<file path="config.mk">
export PLATFORM = sky130hd
export DESIGN_NAME = wb_bus_arbiter
export DESIGN_NICKNAME = d
export VERILOG_FILES = /design/src/rtl/wb_bus_arbiter.sv
export SDC_FILE = /design/constraint.sdc
export NUM_CORES = 1
export LEC_CHECK = 0
export CORE_MARGIN = 10
export CORE_UTILIZATION = 32
export CTS_CLUSTER_DIAMETER = 30
export DETAILED_ROUTE_END_ITERATION = 8
export PLACE_DENSITY = 0.93
export SYNTH_ARGS = -nofsm -noshare
export SYNTH_HDL_FRONTEND = slang
export SYNTH_SLANG_ARGS = --single-unit
</file>
<file path="constraint.sdc">
create_clock -name CLK_I -period 2.1 [get_ports CLK_I]
set_input_delay 0.42 -clock CLK_I [delete_from_list [all_inputs] [get_ports CLK_I]]
set_output_delay 0.42 -clock CLK_I [all_outputs]
set_load 0.05 [all_outputs]
</file>
<file path="src/rtl/wb_bus_arbiter.sv">
// Round-robin arbiter sharing one pipelined Wishbone slave among NUM_MASTERS masters.
// The grant is held for a whole bus cycle; a watchdog reclaims the bus from a stalled owner.
module wb_bus_arbiter #(
  parameter int NUM_MASTERS    = 4,
  parameter int DATA_WIDTH     = 16,
  parameter int ADDR_WIDTH     = 16,
  parameter int TIMEOUT_CYCLES = 1024
) (
  input  logic                              CLK_I,
  input  logic                              RST_I,
  input  logic [NUM_MASTERS-1:0]            M_CYC_I,
  input  logic [NUM_MASTERS-1:0]            M_STB_I,
  input  logic [NUM_MASTERS-1:0]            M_WE_I,
  input  logic [NUM_MASTERS*ADDR_WIDTH-1:0] M_ADR_I,
  input  logic [NUM_MASTERS*DATA_WIDTH-1:0] M_DAT_I,
  output logic [DATA_WIDTH-1:0]             M_DAT_O,
  output logic [NUM_MASTERS-1:0]            M_ACK_O,
  output logic [NUM_MASTERS-1:0]            M_STALL_O,
  output logic [NUM_MASTERS-1:0]            GNT,
  output logic                              S_CYC_O,
  output logic                              S_STB_O,
  output logic                              S_WE_O,
  output logic [ADDR_WIDTH-1:0]             S_ADR_O,
  output logic [DATA_WIDTH-1:0]             S_DAT_O,
  input  logic [DATA_WIDTH-1:0]             S_DAT_I,
  input  logic                              S_ACK_I,
  input  logic                              S_STALL_I,
  output logic                              TIMEOUT_O,
  output logic [2:0]                        OWNER_O
);

  localparam logic [1:0] ST_IDLE  = 2'd0;
  localparam logic [1:0] ST_OWNED = 2'd1;
  localparam logic [1:0] ST_GUARD = 2'd2;

  localparam int              WD_W      = $clog2(TIMEOUT_CYCLES);
  localparam logic [2:0]      OWNER_RST = 3'(NUM_MASTERS - 1);
  localparam logic [WD_W-1:0] WD_LAST   = WD_W'(TIMEOUT_CYCLES - 1);

  logic [1:0]             state_q, state_d;
  logic [2:0]             owner_q, owner_d;
  logic [NUM_MASTERS-1:0] gnt_q, gnt_d;
  logic [NUM_MASTERS-1:0] mask_q, mask_d;
  logic [WD_W-1:0]        wdog_q, wdog_d;
  logic                   timeout_q, timeout_d;

  logic                   owned;
  logic                   own_cyc, own_stb, own_we;
  logic [ADDR_WIDTH-1:0]  own_adr;
  logic [DATA_WIDTH-1:0]  own_dat;
  logic                   progress;

  logic [NUM_MASTERS-1:0] req;
  logic                   found;
  logic [2:0]             pick_owner;
  logic [NUM_MASTERS-1:0] pick_gnt;

  assign owned = (state_q == ST_OWNED);

  // gnt_q is one-hot of the owner while OWNED and zero otherwise, so it doubles as the mux select
  always_comb begin
    own_cyc = 1'b0;
    own_stb = 1'b0;
    own_we  = 1'b0;
    own_adr = '0;
    own_dat = '0;
    for (int i = 0; i < NUM_MASTERS; i++) begin
      if (gnt_q[i]) begin
        own_cyc = M_CYC_I[i];
        own_stb = M_STB_I[i];
        own_we  = M_WE_I[i];
        own_adr = M_ADR_I[i*ADDR_WIDTH +: ADDR_WIDTH];
        own_dat = M_DAT_I[i*DATA_WIDTH +: DATA_WIDTH];
      end
    end
  end

  assign S_CYC_O   = owned & own_cyc;
  assign S_STB_O   = owned & own_stb;
  assign S_WE_O    = owned & own_we;
  assign S_ADR_O   = owned ? own_adr : '0;
  assign S_DAT_O   = owned ? own_dat : '0;
  assign M_DAT_O   = S_DAT_I;
  assign M_ACK_O   = owned ? (gnt_q & {NUM_MASTERS{S_ACK_I}}) : '0;
  assign M_STALL_O = owned ? (~gnt_q | {NUM_MASTERS{S_STALL_I}}) : '1;
  assign GNT       = gnt_q;
  assign TIMEOUT_O = timeout_q;
  assign OWNER_O   = owner_q;

  assign progress = S_ACK_I | (S_STB_O & ~S_STALL_I);
  assign req      = M_CYC_I & ~mask_q;

  // Scan starts just after the previous owner, which is what keeps a fast re-requester from starving others
  always_comb begin
    found      = 1'b0;
    pick_owner = owner_q;
    pick_gnt   = '0;
    for (int k = 1; k <= NUM_MASTERS; k++) begin
      for (int j = 0; j < NUM_MASTERS; j++) begin
        if (!found && req[j] && (j == (int'(owner_q) + k) % NUM_MASTERS)) begin
          found       = 1'b1;
          pick_owner  = 3'(j);
          pick_gnt[j] = 1'b1;
        end
      end
    end
  end

  always_comb begin
    state_d   = state_q;
    owner_d   = owner_q;
    gnt_d     = gnt_q;
    wdog_d    = wdog_q;
    timeout_d = 1'b0;
    mask_d    = mask_q & M_CYC_I;
    case (state_q)
      ST_IDLE: begin
        wdog_d = '0;
        if (found) begin
          owner_d = pick_owner;
          gnt_d   = pick_gnt;
          state_d = ST_OWNED;
        end
      end
      ST_OWNED: begin
        // A normal release wins over a watchdog expiry in the same cycle
        if (!own_cyc) begin
          gnt_d   = '0;
          wdog_d  = '0;
          state_d = ST_GUARD;
        end else if (progress) begin
          wdog_d = '0;
        end else if (wdog_q == WD_LAST) begin
          timeout_d = 1'b1;
          gnt_d     = '0;
          wdog_d    = '0;
          mask_d    = mask_q & M_CYC_I | gnt_q;
          state_d   = ST_GUARD;
        end else begin
          wdog_d = wdog_q + WD_W'(1);
        end
      end
      ST_GUARD: begin
        state_d = ST_IDLE;
      end
      default: begin
        gnt_d   = '0;
        state_d = ST_IDLE;
      end
    endcase
  end

  always_ff @(posedge CLK_I) begin
    if (RST_I) begin
      state_q   <= ST_IDLE;
      owner_q   <= OWNER_RST;
      gnt_q     <= '0;
      mask_q    <= '0;
      wdog_q    <= '0;
      timeout_q <= 1'b0;
    end else begin
      state_q   <= state_d;
      owner_q   <= owner_d;
      gnt_q     <= gnt_d;
      mask_q    <= mask_d;
      wdog_q    <= wdog_d;
      timeout_q <= timeout_d;
    end
  end

endmodule

</file>
* Word level (Yosys, flattened, before mapping)
Index checks and enable logic that the tools add are counted.
** Storage, ports and cells
- Register bits after elaboration :: 24
- Latch bits :: 0
- Memory bits (writable) :: 0
- Memory bits (read-only) :: 0
- Input bits :: 160
- Output and inout port bits :: 67
- Logic and storage cells :: 200
- Memories kept :: 0
** Cells by class
- Add/subtract/negate cells :: 5
- Multipliers :: 0
- Div/mod/pow operators :: 0
- Order comparisons :: 0
- Equality and inequality tests :: 18
- Shift operators :: 0
- Mux-type cells :: 90
- Bitwise logic cells :: 20
- Reductions and logical operators :: 61
** Operators with widths (count)
- 2-to-1 mux 16 bit :: 10
- logical NOT 32 bit :: 4
- 2-to-1 mux 3 bit :: 16
- 2-to-1 mux 1 bit :: 44
- 2-to-1 mux 4 bit :: 10
- logical AND 1 bit :: 31
- 2-to-1 mux 10 bit :: 3
- == test 3 bit (first input constant) :: 8
- case mux 10 bit (2 select lines) :: 1
- nonzero test 16 bit :: 1
- logical NOT 1 bit :: 15
- bitwise AND 4 bit :: 3
- == test 2 x 3 -> 1 bit (first input constant) :: 4
- case mux 4 bit (3 select lines) :: 1
- adder 10 x 1 -> 10 bit (second input constant) :: 1
- == test 10 bit (second input constant) :: 1
- 2-to-1 mux 2 bit :: 4
- NOT 4 bit :: 2
- bitwise OR 4 bit :: 2
- OR reduction 2 bit :: 4
- AND reduction 3 bit :: 2
- adder 2 x 1 -> 2 bit (second input constant) :: 2
- adder 2 bit (second input constant) :: 2
- bitwise AND 1 bit :: 4
- 13 further kinds :: 19

* Longest topological paths before layout
Gate-level depths: netlist (run 1).
- Word-level depth :: 68
- Mapped depth :: 8
- Mapped depth without buffers :: 6

* Worst setup path after synthesis (run 1)
OpenSTA, ideal clock, no wires.
- Path kind :: register to register
- Start point :: register gnt_q[0], in the netlist GNT[0]
- End point :: register gnt_q[2], in the netlist GNT[2]
- Library setup time :: 0.086 ns
- Arrival :: 2.808 ns
- Required time :: 2.014 ns
- Path slack :: -0.794 ns
- Cell stages (with the launch flop) :: 7
- Buffers on the path :: 1
- Clock period less this slack :: 2.894 ns
- Cells stage by stage :: dfxtp_1 > nor2b_1 > buf_4 > a21oi_2 > nor3_1 > nand2_1 > a211oi_1
** On the way
- Longest elaborated chain between the ends :: 9
- Elaborated cells between the ends (all ways) :: 16
- Those cells by class :: eq/ne (2); mux (10); bitwise (3); reduce/logical (1)
** Ends and longest elaborated chain
- start, declared :: line 42 : logic [NUM_MASTERS-1:0] gnt_q, gnt_d;
- start signal, assigned :: line 164 : gnt_q <= gnt_d;
- 2-to-1 mux 1 bit (4 in a row) :: line 68 : if (gnt_q[i]) begin
- bitwise AND 1 bit :: line 79 : assign S_STB_O = owned & own_stb;
- bitwise AND 1 bit :: line 90 : assign progress = S_ACK_I | (S_STB_O & ~S_STALL_I);
- bitwise OR 1 bit :: line 90
- inequality test 3 bit (no line)
- AND reduction 4 bit (no line)
Several ways; a longest one is shown, not always the timed one.
A chain may end at the register's enable or synchronous reset.

* Worst setup path in the final report (run 1)
- Start point :: register gnt_q[1], in the netlist GNT[1]
- End point :: output S_ADR_O[15]
** On the way
- Longest elaborated chain between the ends :: 4
** Ends and longest elaborated chain
- 2-to-1 mux 16 bit (3 in a row) :: line 68
- 2-to-1 mux 16 bit :: line 81 : assign S_ADR_O = owned ? own_adr : '0;
- end, declared :: line 23 : output logic [ADDR_WIDTH-1:0] S_ADR_O,
Every way passes these cells.

==> impl_metrics.json, run 1 <==
{
  "vias": 3939,
  "rsz0062_at_grt": "true",
  "hp-start": "mask_q[1]$_SDFF_PP0_",
  "drt_iter0_drc": 222,
  "cellLeakagePower_nw": 2.09,
  "reg2reg_depth": 9,
  "synth-simple-area-share_pct": 34.7,
  "drc_errors": 0,
  "wire_per_inst_um": 24.4,
  "synthAdderAreaFrac_pct": 0.490,
  "cts.clk_slew.worst_paths_ps": 80,
  "cts_made_buffers": 3,
  "dp_hpwl_um": 11600,
  "utilization_pct": 75.9,
  "endpoint_kind": "output pin",
  "clkSinkCount": 23,
  "setup_ws_ps": -182,
  "hold_end": "mask_q[1]$_SDFF_PP0_",
  "arrival_ps": 1860,
  "start_util_pct": 33.0,
  "hp-class": "register to register",
  "status": "finished with violations",
  "cts-hold-fix-buffers": 0,
  "setup-tns-final_ps": -1240,
  "totalPowerFinal_mw": 2.07,
  "finalCriticalPeriod_ps": 2280,
  "crit_fanout": 14,
  "tightest_slew_ps": 507,
  "worstSetupPathType": "register to output pin",
  "cp_slowest_cell": "dfxtp_4",
  "synth.distinct_cells": 49,
  "synth_top_family_by_area": "simple AND/OR/NAND/NOR gates",
  "rr_endpoint": "wdog_q[5]$_SDFFE_PP0P_",
  "row_count": 32,
  "grt_pass1_vias": 3906,
  "startpoint_type": "register",
  "ys_async_sr_fraction_pct": 0,
  "rrSetupSlack_ps": 40,
  "cp.required_ps": 1680,
  "dieArea_um2": 12000,
  "syn_area_um2": 2550,
  "synth_compound_area_share_pct": 33.9,
  "postSynthAreaPerCell_um2": 6.77,
  "yosys_warnings": 0,
  "gp_congestion": 0.926,
  "path_delay_family": "simple AND/OR/NAND/NOR gates",
  "n_fill_cell": 503,
  "io_pins": 227,
  "ir_drop_mv": 0.251,
  "reg2reg_from": "GNT[1]$_SDFFE_PP0P_",
  "layout_common_cells": "clkdlybuf4s50_1 (141), buf_12 (46), nor2b_1 (35), nor2_4 (33), buf_4 (32)",
  "post-route-period-util_pct": 109,
  "root_buffer": "clkbuf_8",
  "setup_viol": 28,
  "htreeDepth": 1,
  "firstDrtPassIters": 5,
  "maxCapViolations": 0,
  "fmax_mhz": 438,
  "finalHoldViolCount": 0,
  "power.density_nw_per_um2": 353,
  "viasPerCell": 5.91,
  "timing.critical_path.mode_cell": "buf_12",
  "final_area_um2": 5860,
  "synthFlopType": "dfxtp_1",
  "drv_slew": 0,
  "synthMuxAreaShare_pct": 1.22,
  "skew_ps": 1.86,
  "path_buf_inv": 2,
  "port_buffers": 193,
  "final_common_cell": "clkdlybuf4s50_1",
  "violations": "negative setup slack",
  "synthXorXnorAreaFrac_pct": 0.343,
  "grt_usage_pct": 23.3,
  "holdWs_ps": 464,
  "worstSkewPairLatency_ps": 260,
  "synth_cells": 377,
  "whs_path_depth": 2,
  "synthesis.nets": 538,
  "gr-total-overflow": 0,
  "synth-edff-count": 0,
  "dieWidth_um": 109,
  "max_stage_delay_ps": 380,
  "detailed_place.area_um2": 5290,
  "syn2layout_area_growth_pct": 130,
  "ys_seq_area_share_pct": 18.0,
  "max-clock-path-buffers": 2,
  "design.core.area_um2": 7730,
  "path_cells": "nor2b_4 -> buf_12 -> a221oi_1 -> nor3_1 -> a21oi_2 -> nor2_4 -> buf_12",
  "slew_headroom_pct": 66.1,
  "wirelength_um": 16300,
  "grt_first_pass_wirelength_um": 21900,
  "grt_antenna_before_repair": 1,
  "synth-seq-cells": 23,
  "grt_max_degree": 56,
  "detail-route-antenna-nets": 0,
  "drive_gt1_share_pct": 36.2,
  "die_y_um": 109,
  "final_nets": 725,
  "cts_tree": "built"
}
-- registers in the layout (all words and copies together) (netlist names) --
name       count
mask_q         4
wdog_q        10
OWNER_O        2
GNT            4
TIMEOUT_O      1
state_q        2
-- area by class of cell --
class	instances	area (µm²)	area share (%)
sequential	23	474	8.09
tap	102	128	2.18
multi-input combinational	299	2460	42.0
clock buffer	4	45.0	0.768
inverter	7	26.3	0.448
timing repair buffer	230	2720	46.4
antenna	2	5.00	0.0854
-- stage by stage --
| stage | cells | setup WS, ps |
|---|---|---|
| after detailed placement | 653 | -186 |
| after CTS | 663 | -70.2 |
| after global routing | 666 | -205 |
| after global placement | 653 | -127 |
| final | 667 | -182 |
| after floorplan | 377 | 9.14 |
-- how the worst max path moves through the flow --
stage                                    from                      to  slack [ps]  cells after the start
after global placement             M_CYC_I[1]  wdog_q[0]$_SDFFE_PP0P_        -130                      6
after floorplan           GNT[1]$_SDFFE_PP0P_              S_ADR_O[4]           9                      8
after detailed placement           M_CYC_I[1]  wdog_q[5]$_SDFFE_PP0P_        -190                      6
after global routing      GNT[0]$_SDFFE_PP0P_              S_ADR_O[5]        -210                      7
final                     GNT[1]$_SDFFE_PP0P_             S_ADR_O[15]        -180                      7
after CTS                 GNT[1]$_SDFFE_PP0P_              S_ADR_O[4]         -70                      7
-- cell usage after synthesis, drive strengths merged, types with 3 or more instances --
cell     instances  area [µm²]
and3             6        37.5
nor4             3        18.8
inv              7        26.3
buf             25         169
a221o            3        30.0
nand2b          10        62.6
dfxtp           23         460
a21oi           47         239
nor3            37         196
o2bb2ai          4        35.0
nand2           16        60.1
a211oi           8        60.1
o21ai            6        33.8
clkbuf          24        90.1
nor2            46         173
nand3            7        35.0
nor2b           38         238
a221oi          33         289
-- power by group --
group | switching [mW] | internal (mW) | total (mW)
sequential | 0.0262 | 0.450 | 0.476
combinational | 0.679 | 0.639 | 1.32
clock | 0.139 | 0.135 | 0.275
total | 0.844 | 1.22 | 2.07
-- worst min-delay path, stage by stage (launching register included) --
cell       delay [ps]
dfxtp_1           310
nand2_1            50
o2bb2ai_1          60
-- metal layers --
metal	up-vias	GRT usage, %	share of wire, %
met2	254	41.7	52
met4	0	11.2	4.4
li1	1767	-	-
met5	-	0	0
met3	48	5.97	8.6
met1	1870	24.9	35
-- cell families after synthesis --
kind of cell / after synthesis
AND/OR/NAND/NOR: 172
flip-flops: 23
other: 1
XOR/XNOR: 1
AO/OA/AOI/OAI: 120
multiplexers: 3
buffers and inverters: 56
adder cells (fa/ha/maj): 1
-- what timing repair did --
item                                   CTS  global route
endpoints found under the hold margin    0             0
resized for setup                       53            39
gates cloned                             2             1
buffers inserted                         4             1
pin swaps                                8             2
setup endpoints to repair               38            47
Note: power is estimated with default switching activity, not from simulation.
==> run 2: changes to the inputs <==
--- a/config.mk
+++ b/config.mk
@@ -8,8 +8,11 @@
 export CORE_MARGIN = 10
 export CORE_UTILIZATION = 32
 export CTS_CLUSTER_DIAMETER = 30
+export CTS_CLUSTER_SIZE = 12
 export DETAILED_ROUTE_END_ITERATION = 8
 export PLACE_DENSITY = 0.93
+export SETUP_SLACK_MARGIN = 0.1
 export SYNTH_ARGS = -nofsm -noshare
 export SYNTH_HDL_FRONTEND = slang
 export SYNTH_SLANG_ARGS = --single-unit
+export TNS_END_PERCENT = 10
==> impl_metrics.json, run 2 (synthesis gave the netlist of run 1 again) <==
{
  "grt_antenna_before_repair": 0,
  "drc_errors": 0,
  "finalCriticalPeriod_ps": 2230,
  "violations": "negative setup slack",
  "die_y_um": 109,
  "syn2layout_area_growth_pct": 122,
  "reg2reg_depth": 6,
  "vias": 3888,
  "root_buffer": "clkbuf_8",
  "max-clock-path-buffers": 2,
  "hp-start": "mask_q[2]$_SDFF_PP0_",
  "setup_ws_ps": -131,
  "firstDrtPassIters": 5,
  "tightest_slew_ps": 520,
  "gr-total-overflow": 0,
  "cp.required_ps": 1680,
  "design.core.area_um2": 7730,
  "dp_hpwl_um": 12100,
  "drv_slew": 0,
  "drt_iter0_drc": 417,
  "arrival_ps": 1810,
  "crit_fanout": 30,
  "rsz0062_at_grt": "true",
  "hold_end": "mask_q[2]$_SDFF_PP0_",
  "fmax_mhz": 448,
  "maxCapViolations": 0,
  "largest_register_ffs": 10,
  "rrSetupSlack_ps": 70,
  "cellLeakagePower_nw": 2.03,
  "final_common_cell": "clkdlybuf4s50_1",
  "largest-register": "wdog_q",
  "row_count": 32,
  "post-route-period-util_pct": 106,
  "worstSetupPathType": "register to output pin",
  "grt_pass1_vias": 3857,
  "reg2reg_from": "GNT[0]$_SDFFE_PP0P_",
  "pre_cts_ws_ps": -188,
  "port_buffers": 193,
  "cts.clk_slew.worst_paths_ps": 90,
  "final_cells": 654,
  "grt_max_degree": 57,
  "startpoint_type": "register",
  "wire_per_inst_um": 25.5,
  "grt_first_pass_wirelength_um": 22900,
  "drive_gt1_share_pct": 33.0,
  "htreeDepth": 1,
  "dp_cells": 648,
  "wirelength_um": 16700,
  "dieArea_um2": 12000,
  "viasPerCell": 5.94,
  "setup_viol": 31,
  "ir_drop_mv": 0.302,
  "whs_path_depth": 2,
  "gp_congestion": 1.02,
  "cts_tree": "built",
  "cts_made_buffers": 3,
  "worstSkewPairLatency_ps": 270,
  "slew_headroom_pct": 65.3,
  "final_nets": 713,
  "layout_common_cells": "clkdlybuf4s50_1 (140), buf_12 (47), nor2b_1 (36), nor2_4 (34), nor3_1 (28)",
  "hp-class": "register to register",
  "status": "finished with violations",
  "detailed_place.area_um2": 5300,
  "rr_endpoint": "wdog_q[9]$_SDFFE_PP0P_",
  "clkSinkCount": 23,
  "power.density_nw_per_um2": 355,
  "finalHoldViolCount": 0,
  "dieWidth_um": 109,
  "endpoint_kind": "output pin",
  "grt_usage_pct": 23.9,
  "io_pins": 227,
  "cts-hold-fix-buffers": 0,
  "start_util_pct": 33.0,
  "detail-route-antenna-nets": 0,
  "skew_ps": 10.0,
  "final_area_um2": 5660
}
[run 2: changes by cell type in the layout (fill, tap and decap cells not counted), sizes merged, moves of 2 or more]
cell and delta:
dlymetal6s2s +5, buf -12, clkbuf -2, dlygate4sd2 -2
[run 2: per-layer routing]
metal	wire length, µm	track usage [%]
met3	1770	8.13
met4	808	10.0
met5	0	0
met1	5540	25.4
met2	8600	42.5
[run 2: final cells by class]
cell class                 count  area [µm²]
timing repair buffer         219        2620
multi-input combinational    298        2360
fill                         455        2070
sequential                    23         477
tap                          102         128
clock buffer                   3        41.3
inverter                       7        26.3
clock inverter                 1        5.00
antenna                        1        2.50
[run 2: where the power goes]
| group | internal, mW | switching [mW] | leakage [nW] |
|---|---|---|---|
| clock network | 0.133 | 0.150 | 0.0255 |
| logic | 0.601 | 0.649 | 1.82 |
| registers | 0.450 | 0.0285 | 0.191 |
[run 2: how the worst max path moves through the flow]
stage / from / endpoint / slack (ps) / cells past startpoint
after detailed placement: M_CYC_I[1] / wdog_q[0]$_SDFFE_PP0P_ / -190 / 6
after floorplan: GNT[1]$_SDFFE_PP0P_ / S_DAT_O[10] / -9 / 8
after CTS: GNT[1]$_SDFFE_PP0P_ / S_STB_O / -80 / 5
after global placement: M_CYC_I[1] / wdog_q[0]$_SDFFE_PP0P_ / -140 / 6
final: GNT[0]$_SDFFE_PP0P_ / S_DAT_O[2] / -130 / 7
after global routing: GNT[0]$_SDFFE_PP0P_ / S_DAT_O[10] / -200 / 7
[run 2: worst max-delay path, cell delays in order (launching register included)]
cell and delay (ps):
dfxtp_4 360, nor2b_4 140, buf_12 170, a221oi_2 280, nor3_1 80, a21oi_1 270
nor2_4 60, buf_12 150
[run 2: repair_timing]
item                                    4_1_cts  5_1_grt
pin swaps                                    12        9
endpoints found under the hold margin         0        0
setup buffers                                 1        0
resized for setup                            36       35
gates cloned                                  0        0
endpoints found under the setup margin       42       62
[run 2: per-stage QoR]
stage          TNS (ps)  hold WS, ps  util, %  total power [mW]
6_report          -2380          469     73.3              2.01
2_1_floorplan     -8.67          437        -              1.13
3_5_place_dp      -2200          457     68.6              1.63
5_1_grt           -4240          486     73.2              2.09
4_1_cts            -644          466     71.4              1.95
3_3_place_gp      -1170          447     68.6              1.60
